[src/rtl/dual_rate_counter.sv]
`timescale 1ns/1ps
// ============================================================================
// dual_rate_counter
// ----------------------------------------------------------------------------
// Two-stage counter for the lab timing/sequence blocks.
//
//   * Prescaler (lo_count, LO_W bits) counts 0,1,2,... and returns to 0 on
//     the edge after it equals `terminal` (that compare is the "tick").
//   * Accumulator (hi_count, HI_W bits) either adds `step` on every enabled
//     cycle (fast_mode=1) or adds 1 on each prescaler tick (fast_mode=0).
//   * The accumulator's carry out is registered into wrap_pulse, a one-cycle
//     event pulse for downstream counters.
//
// Parameters:
//   LO_W        prescaler width in bits (>= 2)
//   HI_W        accumulator width in bits (>= 2)
//
// Ports:
//   clk         rising-edge system clock
//   clear_n     asynchronous active-low reset (all state to 0)
//   sync_clear  synchronous clear, active high, highest priority at an edge
//   enable      count enable; 0 holds both counters and drops wrap_pulse
//   fast_mode   1: accumulator += step each enabled cycle; 0: += 1 per tick
//   step        fast-mode increment, unsigned
//   terminal    prescaler terminal value, unsigned
//   cct_output  {hi_count, lo_count}, straight from the registers
//   wrap_pulse  high for one cycle after an edge whose accumulator add carried
//
// Build option:
//   DUAL_RATE_COUNTER_SATURATE_EN  when defined, the first accumulator
//   overflow loads all-ones into hi_count and freezes it there until
//   sync_clear or clear_n; wrap_pulse fires only for that first overflow.
//   When undefined, hi_count wraps modulo 2^HI_W.
// ============================================================================
module dual_rate_counter #(
    parameter int LO_W = 4,
    parameter int HI_W = 4
) (
    input  logic                 clk,
    input  logic                 clear_n,
    input  logic                 sync_clear,
    input  logic                 enable,
    input  logic                 fast_mode,
    input  logic [HI_W-1:0]      step,
    input  logic [LO_W-1:0]      terminal,
    output logic [HI_W+LO_W-1:0] cct_output,
    output logic                 wrap_pulse
);

    // ------------------------------------------------------------------------
    // State
    // ------------------------------------------------------------------------
    logic [LO_W-1:0] lo_count;
    logic [HI_W-1:0] hi_count;

`ifdef DUAL_RATE_COUNTER_SATURATE_EN
    // Set by the first overflow; freezes hi_count and masks further pulses.
    logic            sat_hold;
    logic            sat_hold_next;
`endif

    // ------------------------------------------------------------------------
    // Next-state datapath (only applied when enabled and not cleared)
    // ------------------------------------------------------------------------
    logic            tick;
    logic [LO_W-1:0] lo_next;
    logic            hi_add_en;
    logic [HI_W-1:0] hi_inc;
    logic [HI_W:0]   hi_sum;
    logic            hi_carry;
    logic [HI_W-1:0] hi_next;
    logic            wrap_next;

    // Prescaler: exact equality only. If terminal is lowered below lo_count
    // the prescaler simply runs on through its natural wrap to reach it.
    always_comb begin
        tick    = (lo_count == terminal);
        lo_next = tick ? '0 : lo_count + 1'b1;
    end

    // Accumulator add is one bit wider than hi_count so the carry is explicit.
    always_comb begin
        hi_add_en = fast_mode | tick;
        hi_inc    = fast_mode ? step : {{(HI_W-1){1'b0}}, 1'b1};
        hi_sum    = {1'b0, hi_count} + {1'b0, hi_inc};
        hi_carry  = hi_add_en & hi_sum[HI_W];
    end

`ifdef DUAL_RATE_COUNTER_SATURATE_EN
    always_comb begin
        hi_next       = hi_count;
        wrap_next     = 1'b0;
        sat_hold_next = sat_hold;
        if (sat_hold) begin
            // Frozen at all-ones: ignore further adds and their carries.
            hi_next   = hi_count;
            wrap_next = 1'b0;
        end else if (hi_carry) begin
            hi_next       = '1;
            wrap_next     = 1'b1;
            sat_hold_next = 1'b1;
        end else if (hi_add_en) begin
            hi_next = hi_sum[HI_W-1:0];
        end
    end
`else
    always_comb begin
        hi_next   = hi_add_en ? hi_sum[HI_W-1:0] : hi_count;
        wrap_next = hi_carry;
    end
`endif

    // ------------------------------------------------------------------------
    // Registers: async reset, then sync_clear > enable > count
    // ------------------------------------------------------------------------
    always_ff @(posedge clk or negedge clear_n) begin
        if (!clear_n) begin
            lo_count   <= '0;
            hi_count   <= '0;
            wrap_pulse <= 1'b0;
        end else if (sync_clear) begin
            lo_count   <= '0;
            hi_count   <= '0;
            wrap_pulse <= 1'b0;
        end else if (!enable) begin
            wrap_pulse <= 1'b0;
        end else begin
            lo_count   <= lo_next;
            hi_count   <= hi_next;
            wrap_pulse <= wrap_next;
        end
    end

`ifdef DUAL_RATE_COUNTER_SATURATE_EN
    always_ff @(posedge clk or negedge clear_n) begin
        if (!clear_n) begin
            sat_hold <= 1'b0;
        end else if (sync_clear) begin
            sat_hold <= 1'b0;
        end else if (enable) begin
            sat_hold <= sat_hold_next;
        end
    end
`endif

    // ------------------------------------------------------------------------
    // Status word: no extra register stage
    // ------------------------------------------------------------------------
    assign cct_output = {hi_count, lo_count};

endmodule

[config.mk]
export PLATFORM = sky130hd
export DESIGN_NAME = dual_rate_counter
export DESIGN_NICKNAME = d
export VERILOG_FILES = /design/src/rtl/dual_rate_counter.sv
export SDC_FILE = /design/constraint.sdc
export NUM_CORES = 1
export LEC_CHECK = 0
export ABC_AREA = 0
export CORE_UTILIZATION = 39
export CTS_CLUSTER_SIZE = 25
export DETAILED_ROUTE_END_ITERATION = 8
export PLACE_DENSITY = 0.73
export SLEW_MARGIN = 25
export SYNTH_ARGS = -nofsm -noshare
export SYNTH_HDL_FRONTEND = slang
export SYNTH_SLANG_ARGS = --single-unit
[constraint.sdc]
create_clock -name clk -period 1.4 [get_ports clk]
set_input_delay 0.28 -clock clk [delete_from_list [all_inputs] [get_ports clk]]
set_output_delay 0.28 -clock clk [all_outputs]
set_load 0.01 [all_outputs]
# ---- Yosys cells after proc, flatten, opt, wreduce, memory -nomap -nowiden
# Index checks and enable logic that the tools add are counted.
dict set report totals {
  output_inout_bits 9
  inputBits 13
  word_cells 20
  register_bits 9
}
dict set report classes {
  reduce_logical 3
  n_addsub 2
  eq_ne 1
  bitwise_logic 2
  mux 9
}
# op n
set ops {}
lappend ops {{4-bit two-way mux} 7}
lappend ops {{4-bit by 4-bit adder with 5-bit output} 1}
lappend ops {{4-bit by 1-bit adder with 4-bit output, second input constant} 1}
lappend ops {{4-bit == test} 1}
lappend ops {{2-bit nonzero test} 2}
lappend ops {{1-bit two-way mux} 2}
lappend ops {{2-bit AND reduction} 1}
lappend ops {{1-bit bitwise AND} 1}
lappend ops {{1-bit bitwise OR} 1}

# ---- Depth between registers and ports, before layout
# Gate-level depths: netlist of the first run.
dict set report logic_depth {
  ltp_word 5
  mapped_depth 8
  mapped_depth_nobuf 8
}

# ---- Worst setup path before layout of the first run
# No wires, ideal clock.
dict set report synth_path {
  kind {flip-flop to flip-flop}
  startpoint {reg hi_count[0]}
  endpoint {reg wrap_pulse}
  arrival_ns 1.329
  required_ns 1.299
  path_buffers 0
  path_stages_with_launch 8
  setup_slack_ns -0.030
  setup_ns 0.101
  period_less_slack_ns 1.430
  path_cell_list {dfrtp_1 > ha_1 > inv_1 > fa_1 > inv_1 > a21o_1 > a21oi_1 > nor4_1}
}
dict set report synth_between {
  elab_chain_len 4
}
# element line_no
set synth_rtl {}
lappend synth_rtl {{start, declared} 54} ;# logic [HI_W-1:0] hi_count;
lappend synth_rtl {{start signal, assigned} 129} ;# hi_count <= hi_next;
lappend synth_rtl {{4-bit by 4-bit adder with 5-bit output} 85} ;# hi_sum = {1'b0, hi_count} + {1'b0, hi_inc};
lappend synth_rtl {{1-bit bitwise AND} 86} ;# hi_carry = hi_add_en & hi_sum[HI_W];
lappend synth_rtl {{1-bit two-way mux} 125} ;# end else if (!enable) begin
lappend synth_rtl {{1-bit two-way mux} 121} ;# end else if (sync_clear) begin
lappend synth_rtl {{end signal, assigned} 130} ;# wrap_pulse <= wrap_next;
lappend synth_rtl {{end, declared} 47} ;# output logic wrap_pulse
# No other way between the ends.
# A chain may end at the register's enable or synchronous reset.

# ---- Worst setup path after layout of the first run
# Ends and elaborated chain as after synthesis.

==> results of run 1 <==
## where the power goes
part / leakage, nW / internal [W] / switching [W] / total, W
combinational: 0.431 / 0.000165 / 0.000142 / 0.000308
sequential: 0.121 / 0.000273 / 0.0000128 / 0.000286
clock: 0.0150 / 0.000111 / 0.000108 / 0.000219
## synth_stat cells, types with 2 or more instances
| library cell | count |
|---|---|
| nand3b_1 | 2 |
| nand2_1 | 6 |
| and2_1 | 2 |
| ha_1 | 5 |
| nand3_1 | 6 |
| o21ai_0 | 4 |
| a21oi_1 | 8 |
| inv_1 | 6 |
| xnor2_1 | 5 |
| dfrtp_1 | 9 |
## worst paths after layout
check / from / endpoint / slack (ps) / depth (start not counted)
worst max-delay path: hi_count[0]$_DFFE_PN0P_ / wrap_pulse$_DFF_PN0_ / -80 / 7
worst min-delay path: clear_n / hi_count[1]$_DFFE_PN0P_ / 330 / 1
worst max register to register: hi_count[0]$_DFFE_PN0P_ / wrap_pulse$_DFF_PN0_ / -80 / 7
worst min register to register: hi_count[3]$_DFFE_PN0P_ / hi_count[3]$_DFFE_PN0P_ / 570 / 2
max in group asynchronous: clear_n / lo_count[3]$_DFFE_PN0P_ / 720 / 1
min in group clk: step[1] / hi_count[1]$_DFFE_PN0P_ / 540 / 4
## layer usage
metal | track usage, % | routed length [um] | up-vias
met1 | 29.75 | 876 | 347
met3 | 5.603 | 64 | 13
met2 | 45.85 | 1170 | 29
met4 | 15.00 | 86 | 0
li1 | - | - | 333
met5 | 0 | 0 | -
## what timing repair did
action,CTS,global route
hold buffers,0,0
endpoints found under the hold margin,0,0
setup buffers,5,0
setup endpoints to repair,15,11
pin swaps,9,17
cloned,0,0
gates resized for setup,23,27
## worst max-delay path, stage by stage (launching register included)
cell	delay [ps]
dfrtp_1	390
ha_4	160
inv_2	40
fa_2	380
inv_2	60
a21o_1	100
a21oi_1	70
nor4_1	180
## kinds of logic after synthesis
| kind of cell | Yosys count | synth area share [%] |
|---|---|---|
| flops | 9 | 35.43 |
| fa+ha+maj | 6 | 12.99 |
| compound gates | 19 | 20.28 |
| simple gates | 23 | 18.90 |
| xor+xnor | 5 | 6.889 |
| buf+inv | 9 | 5.510 |
## cell type report
| cell class | count | area (sq um) |
|---|---|---|
| Fill cell | 96 | 327.8 |
| Sequential cell | 9 | 226.5 |
| Timing Repair Buffer | 38 | 341.6 |
| Inverter | 7 | 26.28 |
| Multi-Input combinational cell | 53 | 538.0 |
| Tap cell | 16 | 20.02 |
| Clock buffer | 4 | 26.28 |
## through the flow
step	hold WS, ps	setup WS (ps)	std cells
finish	326.6	-76.88	127
global route	356.9	-176.6	127
CTS	326.3	-171.6	128
detailed placement	577.2	-591.6	119
global placement	577.5	-521.4	119
floorplan	-15.59	9.469	71
## registers in the layout (all words and copies together), names as in the netlist
signal / count
lo_count: 4
wrap_pulse: 1
hi_count: 4
==> impl_metrics.yaml, run 1 <==
grt:
  grt_max_degree: 10
  grt_overflow_total: 0
  grt_pass1_vias: 756
  grt_pass1_wl_um: 3415
  antenna_found_initial: 0
  grt_use_total_pct: 26.49
timing:
  rsz0062_at_grt: "true"
  setup-tns-final_ps: -149.1
  slew_headroom_pct: 68.19
  setup_slack_ps: -76.88
  max_freq_mhz: 677.1
  finalCritPeriodShare_pct: 105.5
  min_period_ps: 1477
  worst_slew_pin_slew_ps: 475.7
  slew_viol_final: 0
  hold_violations: 0
  setup_violations: 3
  skew_ps: 2.047
synth:
  synth_seq_cells: 9
  synthCells: 71
  yosysWarnings: 0
  yosysSeqAreaShare_pct: 35.43
  synth_ff_type: "dfrtp_1"
  synth_area_leaders: "dfrtp_1 (35%), ha_1 (9.8%), xnor2_1 (6.9%)"
  syn_area_per_cell_sq_um: 8.952
  synth_top_area_share_pct: 35.43
  async_reset_ff_share_pct: 100.0
  synth_edf_count: 0
  synth_area_sq_um: 635.6
  synth_nets: 90
  yosysTopAreaCell: "dfrtp_1"
  ys_types: 28
status:
  failed_checks: "negative setup slack"
  status: "complete, but fails checks"
clock_tree:
  cts.path.max_buffers: 2
  cts_made_buffers: 3
  cts.sinks: 9
  path_clk_slew_ps: 70
  cts_tree: "done"
  h-tree-depth: 1
  cts_root_buf: "clkbuf_4"
  worst_skew_pair.late_latency_ps: 270
placed_design:
  hpwl_um: 1387
  port_buffers: 21
  place_congestion: 0.8172
  place_area_sq_um: 959.7
floorplanning:
  dieArea_sq_um: 1795
  die_height_um: 42.37
  start_util_pct: 42.19
  io-pin-count: 22
  num_rows: 14
  die_w_um: 42.37
  core_sq_um: 1506
worst_setup_path:
  end_kind: "register"
  critical_path.max_fanout: 2
  worstPathArrival_ps: 1650
  required_ps: 1570
  critPathKind: "reg2reg"
  start_kind: "register"
routing:
  wl_um: 2197
  routed_via_density: 5.685
  drtIter0Drc: 25
  vias: 722
  drcViolationCount: 0
  wl_per_cell_um: 17.30
  drt_first_pass_iters: 4
  ant_nets: 0
power_and_ir_drop:
  power.total_w: 0.0008120
  p_leak_nw: 0.5668
  ir_worst_vdd_mv: 0.5374
  power.density_nw_per_um2: 688.9
cells_and_area:
  mostFrequentLayoutCells: "buf_4 (15), dfrtp_1 (8), dlygate4sd2_1 (7)"
  nets: 131
  syn2layout_area_growth_pct: 85.43
  layout_commonest_cell: "buf_4"
  design_area_sq_um: 1179
  layout-drive-gt1-share_pct: 41.44
  antennaDiodeCount: 0
  fin_util_pct: 78.24
run:
  maxCapViolCount: 0
min_path:
  hp-class: "in2async"
No activity file was read; power rests on OpenSTA's default activity.
==> run 2, diff against run 1 <==
- CTS_CLUSTER_DIAMETER: unset -> 200
==> results of run 2 <==
Same layout as run 1: the final DEF is identical, and so are final timing and power.
==> run 3, diff against run 2 <==
- ABC_AREA: 0 -> unset
==> results of run 3 <==
Same layout as run 1: the final DEF is identical, and so are final timing and power.
